**config.mk**
```make
export PLATFORM = sky130hd
export DESIGN_NAME = serial_add_ctrl
export DESIGN_NICKNAME = d
export VERILOG_FILES = /design/src/rtl/serial_add_pkg.sv /design/src/rtl/serial_add_ctrl_full_adder.sv /design/src/rtl/serial_add_ctrl.sv
export SDC_FILE = /design/constraint.sdc
export NUM_CORES = 1
export LEC_CHECK = 0
export BUFFER_PORTS_ARGS = -buffer_cell sky130_fd_sc_hd__buf_4
export CAP_MARGIN = 20
export CORE_MARGIN = 2
export CORE_UTILIZATION = 52
export DETAILED_ROUTE_END_ITERATION = 8
export GPL_TIMING_DRIVEN = 0
export PLACE_DENSITY = 0.77
export SYNTH_ARGS = -nofsm -noshare
export SYNTH_HDL_FRONTEND = slang
export SYNTH_SLANG_ARGS = --single-unit
```
**constraint.sdc**
```tcl
create_clock -name clk -period 1.9 [get_ports clk]
set_input_delay 0.57 -clock clk [delete_from_list [all_inputs] [get_ports clk]]
set_output_delay 0.57 -clock clk [all_outputs]
set_load 0.03 [all_outputs]
```
**src/rtl/serial_add_pkg.sv**
```systemverilog
// ---------------------------------------------------------------------------
// serial_add_pkg
// Shared definitions for the bit-serial adder sequencer:
//   - state_t   : sequencer states (IDLE, RUN, DONE)
//   - cnt_width : bit-counter width for a given operand width ($clog2, min 1)
// ---------------------------------------------------------------------------
package serial_add_pkg;

    typedef enum logic [1:0] {
        IDLE = 2'd0,
        RUN  = 2'd1,
        DONE = 2'd2
    } state_t;

    // A one-bit operand still needs a one-bit counter.
    function automatic int cnt_width(input int width);
        return (width <= 1) ? 1 : $clog2(width);
    endfunction

endpackage

```
**src/rtl/serial_add_ctrl_full_adder.sv**
```systemverilog
// ---------------------------------------------------------------------------
// full_adder
// One-bit full adder shared by the serial sequencer.
// Ports:
//   a, b : addend bits
//   ci   : carry in
//   s    : sum bit
//   co   : carry out
// ---------------------------------------------------------------------------
module full_adder (
    input  logic a,
    input  logic b,
    input  logic ci,
    output logic s,
    output logic co
);

    assign s  = a ^ b ^ ci;
    assign co = (a & b) | (ci & (a ^ b));

endmodule

```
**src/rtl/serial_add_ctrl.sv**
```systemverilog
// ---------------------------------------------------------------------------
// serial_add_ctrl
// Bit-serial adder sequencer. One full adder is driven one bit per cycle,
// LSB first, over WIDTH cycles; the carry is held in a flop between bits.
// Operands arrive on a valid/ready request; the result leaves on a
// valid/ready response and is held stable until taken.
//
// Parameters:
//   WIDTH       operand/result width (>= 1)
//
// Ports:
//   clk          system clock, rising edge
//   rst_n        asynchronous active-low reset
//   start_valid  operand source has a request
//   start_ready  block can accept a request (IDLE)
//   a_in, b_in   operands, sampled on acceptance
//   cin_in       initial carry, sampled on acceptance
//   op_sub       (SERIAL_ADD_SUB_EN only) 1 = compute a_in - b_in
//   res_valid    result available (DONE)
//   res_ready    consumer takes the result
//   sum_out      sum, stable while res_valid
//   cout_out     final carry out (no-borrow when subtracting), stable while res_valid
//   busy         high in RUN or DONE
//
// Build option:
//   SERIAL_ADD_SUB_EN  adds op_sub; b is latched inverted with carry-in 1.
// ---------------------------------------------------------------------------
module serial_add_ctrl
    import serial_add_pkg::*;
#(
    parameter int WIDTH = 8
) (
    input  logic             clk,
    input  logic             rst_n,
    input  logic             start_valid,
    output logic             start_ready,
    input  logic [WIDTH-1:0] a_in,
    input  logic [WIDTH-1:0] b_in,
    input  logic             cin_in,
`ifdef SERIAL_ADD_SUB_EN
    input  logic             op_sub,
`endif
    output logic             res_valid,
    input  logic             res_ready,
    output logic [WIDTH-1:0] sum_out,
    output logic             cout_out,
    output logic             busy
);

    localparam int            CW   = cnt_width(WIDTH);
    localparam logic [CW-1:0] LAST = CW'(WIDTH - 1);

    state_t           state_q;
    state_t           state_d;
    logic [WIDTH-1:0] a_sh;
    logic [WIDTH-1:0] b_sh;
    logic [WIDTH-1:0] sum_sh;
    logic [WIDTH-1:0] sum_next;
    logic             carry;
    logic [CW-1:0]    cnt;
    logic             fa_sum;
    logic             fa_cout;
    logic             accept;
    logic             last_bit;
    logic [WIDTH-1:0] b_load;
    logic             carry_load;

    assign accept   = start_valid && (state_q == IDLE);
    assign last_bit = (state_q == RUN) && (cnt == LAST);

    // Subtraction is a + ~b + 1: invert b at load time and force carry-in.
`ifdef SERIAL_ADD_SUB_EN
    assign b_load     = op_sub ? ~b_in : b_in;
    assign carry_load = op_sub ? 1'b1 : cin_in;
`else
    assign b_load     = b_in;
    assign carry_load = cin_in;
`endif

    full_adder u_fa (
        .a  (a_sh[0]),
        .b  (b_sh[0]),
        .ci (carry),
        .s  (fa_sum),
        .co (fa_cout)
    );

    // New sum bits enter at the MSB so that after WIDTH shifts the LSB
    // computed first sits at bit 0.
    generate
        if (WIDTH == 1) begin : g_sum_one
            assign sum_next = fa_sum;
        end else begin : g_sum_wide
            assign sum_next = {fa_sum, sum_sh[WIDTH-1:1]};
        end
    endgenerate

    // NOTE: state and datapath flops use non-blocking assignments so every
    // flop samples the pre-edge values of the others.
    always_ff @(posedge clk or negedge rst_n) begin
        if (!rst_n) begin
            state_q <= IDLE;
        end else begin
            state_q <= state_d;
        end
    end

    // NOTE: every output of this block gets a default first, so no path
    // through the case leaves a signal unassigned and no latch is inferred.
    always_comb begin
        state_d     = state_q;
        start_ready = 1'b0;
        res_valid   = 1'b0;
        busy        = 1'b0;
        case (state_q)
            IDLE: begin
                start_ready = 1'b1;
                if (start_valid) begin
                    state_d = RUN;
                end
            end
            RUN: begin
                busy = 1'b1;
                if (cnt == LAST) begin
                    state_d = DONE;
                end
            end
            DONE: begin
                busy      = 1'b1;
                res_valid = 1'b1;
                if (res_ready) begin
                    state_d = IDLE;
                end
            end
            default: begin
                state_d = IDLE;
            end
        endcase
    end

    // Datapath: operand shifters, sum shifter, carry flop and bit counter.
    // The counter is held on the last bit so it never wraps within an op.
    always_ff @(posedge clk or negedge rst_n) begin
        if (!rst_n) begin
            a_sh   <= '0;
            b_sh   <= '0;
            sum_sh <= '0;
            carry  <= 1'b0;
            cnt    <= '0;
        end else if (accept) begin
            a_sh  <= a_in;
            b_sh  <= b_load;
            carry <= carry_load;
            cnt   <= '0;
        end else if (state_q == RUN) begin
            a_sh   <= a_sh >> 1;
            b_sh   <= b_sh >> 1;
            sum_sh <= sum_next;
            carry  <= fa_cout;
            if (!last_bit) begin
                cnt <= cnt + CW'(1);
            end
        end
    end

    // Nothing changes these registers in DONE, so the result is stable
    // for as long as res_valid is held.
    assign sum_out  = sum_sh;
    assign cout_out = carry;

endmodule

```
==> Word-level counts from Yosys, hierarchy flattened <==
Cells that the tools add are included.
Widths: inputs -> output; s select.
{ "word_totals": {"input_bits": 21, "register_bits": 30, "output_inout_bits": 12} }
{ "classes": {"bitwise": 6, "reduce_logical": 8, "addsub": 1, "n_mux": 16, "n_eq_ne": 7} }
{ "ops": {"columns": ["op", "n"], "rows": [
  ["$mux 8", 4],
  ["$mux 3", 3],
  ["$ne 2x2->1 const B", 4],
  ["$mux 2", 3],
  ["$pmux 2 s3", 1],
  ["$mux 1", 5],
  ["$reduce_and 2->1", 2],
  ["$add 3x1->3 const B", 1],
  ["$eq 3x3->1 const B", 1],
  ["$reduce_and 3->1", 1],
  ["$and 1x1->1", 2],
  ["$eq 2x1->1 const B", 1],
  ["$eq 2x2->1 const B", 1],
  ["$logic_and 1x1->1", 2],
  ["$logic_not 2->1", 1],
  ["$reduce_bool 2->1", 1],
  ["$reduce_or 2->1", 1],
  ["$xor 1x1->1", 2],
  ["$not 1->1", 1],
  ["$or 1x1->1", 1]
]} }

==> Logic depth before layout (Yosys ltp) <==
Gate-level depths: netlist (run 1).
{ "depth": {"depth_word": 5, "depth_mapped": 7} }

==> By module <==
A second synthesis (run 1) with hierarchy kept.
{ "unflattened": {"cells_unflattened": 122, "area_unflattened_um2": 1438.9} }
{ "by_module_without_submodules": {"columns": ["module", "area_each_um2", "cells_each", "n_inst"], "rows": [
  ["serial_add_ctrl", 1418.9, 121, 1],
  ["full_adder", 20.0, 1, 1]
]} }

==> Least setup slack after synthesis (run 1) <==
Ideal clock, no wire load.
{ "synth_path": {"path_type": "register to register", "from": "register state_q[0]", "to": "register a_sh[4]", "path_stages_with_launch": 7, "synth_period_minus_slack_ns": 1.610, "path_slack_ns": 0.290, "arrival_time_ns": 1.487, "path_buffers": 2, "cell_sequence": "dfrtp_1 -> inv_1 -> ha_1 -> and2_1 -> buf_2 -> buf_2 -> o21ai_1"} }
{ "synth_via": {"elab_chain_cells": 3, "word_cells_on_any_way": 5, "cone_classes": "eq/ne: 1; mux: 1; reduce/logical: 3"} }
{ "synth_lines": {"columns": ["element", "line_no", "source"], "rows": [
  ["start, declared", "serial_add_ctrl.sv:53", "state_t state_q;"],
  ["start signal, assigned", "serial_add_ctrl.sv:104", "state_q <= state_d;"],
  ["$logic_not 2->1", "serial_add_ctrl.sv:68", "assign accept = start_valid && (state_q == IDLE);"],
  ["$logic_and 1x1->1", "serial_add_ctrl.sv:68", null],
  ["$mux 8 or $reduce_bool 2->1 (tied branches)", null, null],
  ["end signal, assigned", "serial_add_ctrl.sv:151", "a_sh <= a_in;"],
  ["end signal, assigned", "serial_add_ctrl.sv:156", "a_sh <= a_sh >> 1;"],
  ["end, declared", "serial_add_ctrl.sv:55", "logic [WIDTH-1:0] a_sh;"]
]} }
Several ways; a longest one is shown, not always the timed one.
A chain may end at the register's enable or synchronous reset.

==> Worst setup path after layout (run 1) <==
{ "layout_path": {"from": "register state_q[0]", "to": "output port busy"} }
{ "layout_via": {"elab_chain_cells": 3, "word_cells_on_any_way": 4, "cone_classes": "eq/ne: 2; mux: 1; reduce/logical: 1"} }
{ "layout_lines": {"columns": ["element", "line_no", "source"], "rows": [
  ["$eq 2x1->1 or $eq 2x2->1 (tied branches)", "serial_add_ctrl.sv:115", "case (state_q)"],
  ["$reduce_or 2->1 (no source line) (*)", null, null],
  ["$mux 1 (*)", "serial_add_ctrl.sv:115", null],
  ["end, declared", "serial_add_ctrl.sv:47", "output logic busy"]
]} }
Every way passes the cells marked *; elsewhere a longest branch is shown, timed or not.

==> reports/qor.csv, run 1 <==
stage,metric,value,unit
final_layout,area grow syn2layout,26.1,%
timing,Slew @ Worst Pin,366,ps
run_status,status,"complete, no violations",
clock_tree,Num CTS Buffers,5,
yosys,post-synth net total,151,
clock_tree,TritonCTS clock tree,done,
critical_path,Startpoint Class,flop,
global_route,Overflow after GRT,0,
placed_design,RD Place Congestion,0.784,
yosys,register area share after synthesis,0.522,
route,via density per instance,5.25,
clock_tree,clk slew on worst S/H paths,100,ps
die,Initial Utilization,0.536,
timing,final clock skew,8.48,ps
die,Die ar.,0.00320,mm2
global_route,Overall Global Routing Usage,0.186,
timing,slew margin rel.,0.756,
timing,count of pins over their slew limit,0,
global_route,largest net degree at the start of global routing,31,
timing,fmax,545,MHz
clock_tree,clk sink count,30,
timing,"Period Utilization, post-route",0.966,
yosys,library cells used by synthesis,19,
clock_tree,clock latency on the worst-skew pair,330,ps
placed_design,PortBufs,32,
clock_tree,number of hold buffers added after cts,0,
power,Max IR drop VDD,1.31,mV
timing,Sum Neg Setup Slack,0,ps
worst_hold_path,HP Class,input port to asynchronous set/reset pin,
critical_path,Worst EP required,1330,ps
final_layout,Diodes inserted,0,
yosys,mapped cell area,0.00144,mm2
global_route,vias in the first global route,1071,
timing,final hold violations,0,
route,Routed WL per cell,12.9,um
route,drt first pass iters,4,
die,Die Span Y,56.6,um
critical_path,reg2reg path depth,7,
route,DRT antenna net count,0,
clock_tree,H-tree levels,2,
yosys,Seq cells post-synth,30,
die,die width,56.6,um
power,leakage power,0.883,nW
critical_path,worst path arrival time,1260,ps
clock_tree,clock root buffer master,clkbuf_4,
timing,Tmin final,1830,ps
placed_design,DP Wirelength,1820,um
global_route,initial antenna violation count,0,
critical_path,Critical Path Sink Type,output pin,
job,Max Cap Viol,0,
power,Pwr per Cell Area,1830,mW/mm2
yosys,Synth Instances,122,
die,Core Footprint,0.00269,mm2
global_route,first-pass GRT wire length,4530,um
final_layout,proportion of layout cells with a drive suffix above 1,0.390,
clock_tree,clk buf depth,2,
critical_path,WS Path Type,flop to output pin,
critical_path,CP Max Fanout,4,
die,# IOs,33,
yosys,"Warnings, synthesis",0,
power,power after layout,0.00332,W
die,row count,19,
timing,RSZ-0062 raised after global routing,no,
timing,count of final setup violators,0,
final_layout,most frequent cells in the layout,"buf_4, dfrtp_1, nand2_1, o21ai_1, mux2i_1",
route,Iter 0 DRT Violations,40,
route,total wire length,2510,um
route,DRC,0,
final_layout,fin nets,192,
final_layout,"most common cell after layout, fill and taps aside",buf_4,
route,via count,1024,
yosys,syn_area_per_cell,11.8,um2
timing,worst hold slack,139,ps
-- cells in the mapped netlist --
cell type  count  share of area
dfrtp_1       30           0.52
o21ai_1       17          0.059
buf_2          5          0.017
buf_4          1         0.0052
nand2_1       21          0.055
mux2_4         2          0.021
a221oi_4       1          0.018
buf_6          1         0.0078
a21oi_1        2         0.0070
nor2b_4        1         0.0096
xnor2_1        1         0.0061
inv_1          4          0.010
fa_1           1          0.014
mux2_2         8          0.063
ha_1           7          0.061
nor2_1         1         0.0026
mux2i_1       15           0.10
nand2b_1       3          0.013
and2_1         1         0.0044
-- critical path, stage by stage (launching register included) --
cell and delay, ps:
dfrtp_1 420, inv_2 90, ha_2 260, buf_4 160
-- cell families after synthesis --
kind of cell | after synthesis | synth area share
buf+inv | 11 | 0.0409
xor+xnor | 1 | 0.00609
mux | 25 | 0.188
compound gates | 20 | 0.0844
flops | 30 | 0.522
simple gates | 27 | 0.0844
fa+ha+maj | 8 | 0.0748
-- state kept, by name (all words and copies together) (netlist names) --
register,flops
a_sh,8
b_sh,8
sum_out,8
cnt,3
state_q,2
cout_out,1
-- timing repair --
item / 4_1_cts / 5_1_grt
buffers inserted: 0 / 2
setup endpoints to repair: 0 / 2
resized for setup: 0 / 3
-- stage by stage --
| stage | std cells | worst slack (ps) | area, um2 | util |
|---|---|---|---|---|
| 2_1_floorplan | 122 | 290 | 1440 | - |
| 3_3_place_gp | 185 | 270 | 1720 | 0.639 |
| 3_5_place_dp | 185 | 256 | 1720 | 0.639 |
| 4_1_cts | 193 | 19.2 | 1800 | 0.669 |
| 5_1_grt | 195 | 12.9 | 1810 | 0.675 |
| 6_report | 195 | 65.1 | 1810 | 0.675 |
-- metal layers --
metal	part of all wire	wire, um	vias up	GRT usage
met2	0.52	1300	26	0.297
li1	-	-	493	-
met1	0.41	1030	500	0.231
met4	0.021	52	0	0.0952
met5	0	0	-	0
met3	0.050	126	5	0.0484
-- final timing paths --
check | end | slack (ps) | from
setup / recovery | busy | 70 | state_q[0]$_DFFE_PN0P_
hold / removal | sum_out[3]$_DFFE_PN0P_ | 140 | rst_n
setup reg to reg | state_q[0]$_DFFE_PN0P_ | 140 | state_q[1]$_DFFE_PN0P_
hold reg to reg | sum_out[0]$_DFFE_PN0P_ | 520 | sum_out[0]$_DFFE_PN0P_
max in group asynchronous | a_sh[3]$_DFFE_PN0P_ | 1480 | rst_n
min in group clk | a_sh[7]$_DFFE_PN0P_ | 440 | a_in[7]
-- power by group --
part           switching (W)  internal (W)  leakage [nW]
clock               0.000219      0.000253        0.0446
combinational       0.000882      0.000816         0.466
sequential          0.000199      0.000955         0.372
total                0.00130       0.00202         0.883
-- layout make-up --
cell class / instances / area [um2]
Fill cell: 208 / 872
Sequential cell: 30 / 751
Multi-Input combinational cell: 81 / 632
Timing Repair Buffer: 34 / 255
Clock buffer: 8 / 78.8
Buffer: 7 / 43.8
Tap cell: 31 / 38.8
Inverter: 4 / 15.0
(Power assumes the default switching activity.)
==> inputs of run 2 (changes only) <==
--- a/config.mk
+++ b/config.mk
@@ -7,7 +7,6 @@
 export LEC_CHECK = 0
 export BUFFER_PORTS_ARGS = -buffer_cell sky130_fd_sc_hd__buf_4
 export CAP_MARGIN = 20
-export CORE_MARGIN = 2
 export CORE_UTILIZATION = 52
 export DETAILED_ROUTE_END_ITERATION = 8
 export GPL_TIMING_DRIVEN = 0
==> run 2 against run 1 <==
  * Worst hold slack improved by 26 ps
  * Combinational power about the same
  * Worst setup slack lost 5.0 ps
  * Power down 2.8%
  * Via count decreased by 1.9%
  * Non-clock buffer count unchanged
  * Largest power group unchanged
  * Clock skew shrank 4.4 ps
  * Critical path depth stayed put
==> reports/qor.csv, run 2 (same netlist as run 1, synthesis figures left out) <==
stage,metric,value,unit,change
timing,"Period Utilization, post-route",0.968,,was 0.966
die,die width,54.6,um,was 56.6 um
placed_design,RD Place Congestion,0.720,,was 0.784
final_layout,number of fill cells,203,,was 208
critical_path,critical-path cell list,inv_1 > ha_2 > buf_4,,was inv_2 > ha_2 > buf_4
worst_hold_path,HP Class,input port to asynchronous set/reset pin,,unchanged
route,Iter 0 DRT Violations,10,,was 40
run_status,status,"complete, no violations",,unchanged
die,Die ar.,0.00298,mm2,was 0.00320 mm2
timing,final clock skew,4.04,ps,was 8.48 ps
die,row count,18,,was 19
clock_tree,clk buf depth,2,,unchanged
final_layout,fin nets,192,,unchanged
critical_path,WS Path Type,flop to output pin,,unchanged
die,# IOs,33,,unchanged
critical_path,slowest CP cell,dfrtp_1,,unchanged
route,Routed WL per cell,13.0,um,was 12.9 um
clock_tree,TritonCTS clock tree,done,,unchanged
critical_path,slowest cell delay on critical path,410,ps,was 420 ps
placed_design,PortBufs,32,,unchanged
job,Max Cap Viol,0,,unchanged
placed_design,placed instance area,0.00172,mm2,about the same
die,Core Footprint,0.00254,mm2,was 0.00269 mm2
timing,fmax,543,MHz,was 545 MHz
final_layout,proportion of layout cells with a drive suffix above 1,0.378,,was 0.390
global_route,Overflow after GRT,0,,unchanged
critical_path,Startpoint Class,flop,,unchanged
clock_tree,clock root buffer master,clkbuf_4,,unchanged
timing,post-route setup slack,60.1,ps,was 65.1 ps
power,leakage power,0.875,nW,was 0.883 nW
critical_path,worst flop-to-flop path startpoint,state_q[0]$_DFFE_PN0P_,,was state_q[1]$_DFFE_PN0P_
timing,slew margin rel.,0.748,,was 0.756
global_route,first-pass GRT wire length,4150,um,was 4530 um
global_route,vias in the first global route,977,,was 1071
critical_path,Critical Path Sink Type,output pin,,unchanged
final_layout,"most common cell after layout, fill and taps aside",buf_4,,unchanged
route,DRC,0,,unchanged
final_layout,fin area,0.00179,mm2,was 0.00181 mm2
placed_design,Inst Count DP,184,,was 185
placed_design,pre-CTS setup slack,239,ps,was 256 ps
final_layout,most frequent cells in the layout,"buf_4, dfrtp_1, nand2_1, o21ai_1, mux2i_1",,unchanged
route,drt first pass iters,4,,unchanged
critical_path,worst path arrival time,1270,ps,was 1260 ps
clock_tree,H-tree levels,2,,unchanged
route,via density per instance,5.18,,was 5.25
timing,count of final setup violators,0,,unchanged
die,Die Span Y,54.6,um,was 56.6 um
global_route,largest net degree at the start of global routing,31,,unchanged
final_layout,Diodes inserted,0,,unchanged
power,Max IR drop VDD,1.14,mV,was 1.31 mV
final_layout,fin util,0.705,,was 0.675
placed_design,DP Wirelength,1880,um,was 1820 um
timing,count of pins over their slew limit,0,,unchanged
clock_tree,Num CTS Buffers,5,,unchanged
route,via count,1005,,was 1024
clock_tree,clk slew on worst S/H paths,80,ps,was 100 ps
route,total wire length,2520,um,was 2510 um
die,Initial Utilization,0.565,,was 0.536
critical_path,reg2reg path depth,6,,was 7
critical_path,Worst EP required,1330,ps,about the same
critical_path,CP Max Fanout,3,,was 4
timing,Tmin final,1840,ps,was 1830 ps
timing,worst hold slack,166,ps,was 139 ps
clock_tree,number of hold buffers added after cts,0,,unchanged
final_layout,area grow syn2layout,24.7,%,was 26.1%
critical_path,RR Endpoint,state_q[1]$_DFFE_PN0P_,,was state_q[0]$_DFFE_PN0P_
route,DRT antenna net count,0,,unchanged
timing,Slew @ Worst Pin,377,ps,was 366 ps
clock_tree,clk sink count,30,,unchanged
power,Pwr per Cell Area,1800,mW/mm2,was 1830 mW/mm2
timing,final hold violations,0,,unchanged
clock_tree,clock latency on the worst-skew pair,310,ps,was 330 ps
final_layout,Layout Cells excl Fill,194,,was 195
global_route,Overall Global Routing Usage,0.206,,was 0.186
critical_path,reg2reg setup slack,170,ps,was 140 ps
global_route,initial antenna violation count,0,,unchanged
==> run 2: worst max-delay path: cells and delay by family (launching register included) <==
| family | cells | cell delay (ps) |
|---|---|---|
| buf+inv | 2 | 280 |
| fa+ha+maj | 1 | 270 |
| flops | 1 | 410 |
==> run 2: worst max-delay path by stage <==
stage	start	end	slack, ps	depth (start not counted)
5_1_grt	state_q[0]$_DFFE_PN0P_	busy	-10	3
4_1_cts	state_q[1]$_DFFE_PN0P_	start_ready	10	3
6_report	state_q[0]$_DFFE_PN0P_	busy	60	3
3_3_place_gp	state_q[1]$_DFFE_PN0P_	state_q[0]$_DFFE_PN0P_	270	6
2_1_floorplan	state_q[0]$_DFFE_PN0P_	a_sh[4]$_DFFE_PN0P_	290	6
3_5_place_dp	state_q[1]$_DFFE_PN0P_	state_q[1]$_DFFE_PN0P_	240	6
==> run 2: power by group <==
group	switching (W)	internal (W)	total (W)
combinational	0.000881	0.000819	0.00170
sequential	0.000195	0.000955	0.00115
clock	0.000201	0.000179	0.000380
total	0.00128	0.00195	0.00323
==> run 2: per-stage QoR <==
step	power, W	TNS, ps
2_1_floorplan	0.00239	0
6_report	0.00323	0
3_5_place_dp	0.00285	0
3_3_place_gp	0.00278	0
5_1_grt	0.00349	-11.1
4_1_cts	0.00324	0
==> run 2: final cells by class <==
type,instances,area (um2),area share
inverter,4,15.0,0.00837
timing repair buffer,34,255,0.142
sequential,30,751,0.418
multi-input combinational,81,632,0.352
buffer,7,43.8,0.0244
clock buffer,7,55.1,0.0307
clock inverter,1,5.00,0.00279
tap,30,37.5,0.0209
==> run 2: what timing repair did <==
item | 4_1_cts | 5_1_grt
endpoints found under the setup margin | 0 | 2
buffers inserted | 0 | 2
resized for setup | 0 | 2
==> run 2: routing by layer <==
layer,routed length [um],GRT usage
met5,0,0
met4,34,0.115
met3,85,0.0583
met2,1340,0.353
met1,1060,0.226
==> inputs of run 3 (changes only) <==
--- a/config.mk
+++ b/config.mk
@@ -7,10 +7,13 @@
 export LEC_CHECK = 0
 export BUFFER_PORTS_ARGS = -buffer_cell sky130_fd_sc_hd__buf_4
 export CAP_MARGIN = 20
-export CORE_UTILIZATION = 52
+export CELL_PAD_IN_SITES_DETAIL_PLACEMENT = 0
+export CELL_PAD_IN_SITES_GLOBAL_PLACEMENT = 1
+export CORE_UTILIZATION = 41
 export DETAILED_ROUTE_END_ITERATION = 8
 export GPL_TIMING_DRIVEN = 0
-export PLACE_DENSITY = 0.77
+export PLACE_DENSITY_LB_ADDON = 0.1
+export SLEW_MARGIN = 15
 export SYNTH_ARGS = -nofsm -noshare
 export SYNTH_HDL_FRONTEND = slang
 export SYNTH_SLANG_ARGS = --single-unit
==> run 3 against run 2 <==
  * Sequential power hardly changed
  * Global-route usage is 4.1 points lower
  * Via count is 2.1% lower
  * Clock power is 5.8% higher
  * Non-clock buffer count is 2 higher
  * Worst hold slack worse by 15 ps
  * Register-to-register slack worse by 30 ps
  * Die area is 26% higher
  * Sequential share of layout area is 0.89 points lower
  * Highest routed layer unchanged
==> reports/qor.csv, run 3 (same netlist as run 1, synthesis figures left out) <==
stage,metric,value,unit,change
run_status,status,"complete, no violations",,unchanged
final_layout,Diodes inserted,0,,unchanged
timing,Slew @ Worst Pin,382,ps,was 377 ps
clock_tree,clock root buffer master,clkbuf_4,,unchanged
clock_tree,TritonCTS clock tree,done,,unchanged
final_layout,footprint of the multi-input gates,632,um2,unchanged
placed_design,DP Wirelength,1840,um,was 1880 um
die,Initial Utilization,0.431,,was 0.565
route,via density per instance,4.64,,was 5.18
die,# IOs,33,,unchanged
final_layout,number of fill cells,309,,was 203
final_layout,most frequent cells in the layout,"buf_4, dfrtp_1, nand2_1, o21ai_1, mux2i_1",,unchanged
placed_design,pre-CTS setup slack,237,ps,was 239 ps
route,DRT antenna net count,0,,unchanged
final_layout,area grow syn2layout,27.4,%,was 24.7%
route,Iter 0 DRT Violations,15,,was 10
timing,fmax,541,MHz,was 543 MHz
placed_design,placed instance area,0.00174,mm2,was 0.00172 mm2
die,Core Footprint,0.00334,mm2,was 0.00254 mm2
critical_path,critical-path cell list,inv_2 > ha_2 > buf_4,,was inv_1 > ha_2 > buf_4
critical_path,WS Path Type,flop to output pin,,unchanged
power,Pwr per Cell Area,1790,mW/mm2,was 1800 mW/mm2
power,Max IR drop VDD,0.635,mV,was 1.14 mV
critical_path,worst flop-to-flop path startpoint,state_q[1]$_DFFE_PN0P_,,was state_q[0]$_DFFE_PN0P_
clock_tree,Num CTS Buffers,5,,unchanged
critical_path,Worst EP required,1330,ps,about the same
timing,final hold violations,0,,unchanged
critical_path,"delay-heaviest family, CP",flip-flops,,unchanged
clock_tree,number of hold buffers added after cts,0,,unchanged
power,leakage power,0.882,nW,was 0.875 nW
critical_path,Startpoint Class,flop,,unchanged
placed_design,PortBufs,32,,unchanged
timing,worst hold slack,151,ps,was 166 ps
worst_hold_path,HP Class,input port to asynchronous set/reset pin,,unchanged
placed_design,Inst Count DP,200,,was 184
critical_path,reg2reg setup slack,140,ps,was 170 ps
critical_path,worst path arrival time,1280,ps,was 1270 ps
global_route,first-pass GRT wire length,4400,um,was 4150 um
global_route,Overall Global Routing Usage,0.165,,was 0.206
global_route,vias in the first global route,949,,was 977
clock_tree,clk sink count,30,,unchanged
timing,Tmin final,1850,ps,was 1840 ps
clock_tree,H-tree levels,2,,unchanged
final_layout,fin nets,194,,was 192
clock_tree,clock latency on the worst-skew pair,330,ps,was 310 ps
global_route,Overflow after GRT,0,,unchanged
critical_path,CP Max Fanout,4,,was 3
final_layout,Layout Cells excl Fill,212,,was 194
critical_path,worst path bufs/invs,2,,unchanged
global_route,initial antenna violation count,0,,unchanged
timing,slew margin rel.,0.746,,was 0.748
route,DRC,0,,unchanged
critical_path,RR Endpoint,state_q[0]$_DFFE_PN0P_,,was state_q[1]$_DFFE_PN0P_
timing,count of pins over their slew limit,0,,unchanged
timing,final clock skew,5.28,ps,was 4.04 ps
clock_tree,clk slew on worst S/H paths,100,ps,was 80 ps
final_layout,fin area,0.00183,mm2,was 0.00179 mm2
timing,"Period Utilization, post-route",0.972,,was 0.968
timing,count of final setup violators,0,,unchanged
final_layout,"most common cell after layout, fill and taps aside",buf_4,,unchanged
timing,post-route setup slack,53.0,ps,was 60.1 ps
die,Die ar.,0.00375,mm2,was 0.00298 mm2
critical_path,slowest CP cell,dfrtp_1,,unchanged
final_layout,proportion of layout cells with a drive suffix above 1,0.398,,was 0.378
critical_path,slowest cell delay on critical path,430,ps,was 410 ps
die,row count,21,,was 18
critical_path,reg2reg path depth,7,,was 6
global_route,largest net degree at the start of global routing,31,,unchanged
placed_design,RD Place Congestion,0.715,,was 0.720
route,total wire length,2650,um,was 2520 um
route,via count,984,,was 1005
final_layout,Reg area,751,um2,unchanged
clock_tree,clk buf depth,2,,unchanged
die,die width,61.2,um,was 54.6 um
critical_path,Critical Path Sink Type,output pin,,unchanged
timing,Sum Neg Setup Slack,0,ps,unchanged
route,Routed WL per cell,12.5,um,was 13.0 um
route,drt first pass iters,4,,unchanged
job,Max Cap Viol,0,,unchanged
die,Die Span Y,61.2,um,was 54.6 um
run 3: layer usage:
metal,routed length (um),global-route usage,vias up
li1,-,-,494
met1,1230,0.210,464
met2,1260,0.261,23
met3,133,0.0651,3
met4,25,0.0487,0
met5,0,0,-
run 3: power by group:
part           internal (W)  switching, W  total [W]  leakage (nW)
Sequential         0.000954      0.000197    0.00115         0.372
Clock              0.000178      0.000224   0.000402        0.0343
Combinational      0.000837      0.000899    0.00174         0.476
run 3: cell type report:
| cell class | count | share of cell area |
|---|---|---|
| multi-input cells | 81 | 0.345 |
| repair buffers | 36 | 0.147 |
| flip-flops and latches | 30 | 0.410 |
| well taps | 46 | 0.0314 |
| plain buffers | 7 | 0.0239 |
| clock inverters | 2 | 0.00683 |
| clock buffers | 6 | 0.0280 |
| inverters | 4 | 0.00819 |
run 3: how the worst max path moves through the flow:
| stage | startpoint | to | slack (ps) | cells past startpoint |
|---|---|---|---|---|
| final | state_q[0]$_DFFE_PN0P_ | busy | 50 | 3 |
| after floorplan | state_q[0]$_DFFE_PN0P_ | a_sh[4]$_DFFE_PN0P_ | 290 | 6 |
| after global routing | state_q[0]$_DFFE_PN0P_ | busy | -6 | 3 |
| after detailed placement | state_q[1]$_DFFE_PN0P_ | state_q[1]$_DFFE_PN0P_ | 240 | 6 |
| after global placement | state_q[1]$_DFFE_PN0P_ | state_q[1]$_DFFE_PN0P_ | 260 | 6 |
| after CTS | state_q[1]$_DFFE_PN0P_ | start_ready | -10 | 3 |
run 3: worst register-to-register path, delay by kind of cell (launching register included):
family,cells,cell delay (ps)
muxes,1,330
AOI/OAI and AO/OA,1,250
DFF,1,400
buffers and inverters,3,340
adders and majority gates,1,180
and+or+nand+nor,1,150
run 3: what timing repair did:
item,CTS,global route
gates cloned,0,0
resized for setup,0,3
setup buffers,0,4
setup endpoints to repair,1,3
hold endpoints to repair,0,0
run 3: stage by stage:
| stage | utilization | power, W |
|---|---|---|
| final | 0.549 | 0.00329 |
| after global routing | 0.549 | 0.00357 |
| after CTS | 0.540 | 0.00328 |
| after detailed placement | 0.520 | 0.00285 |
| after global placement | 0.520 | 0.00280 |
| after floorplan | - | 0.00239 |
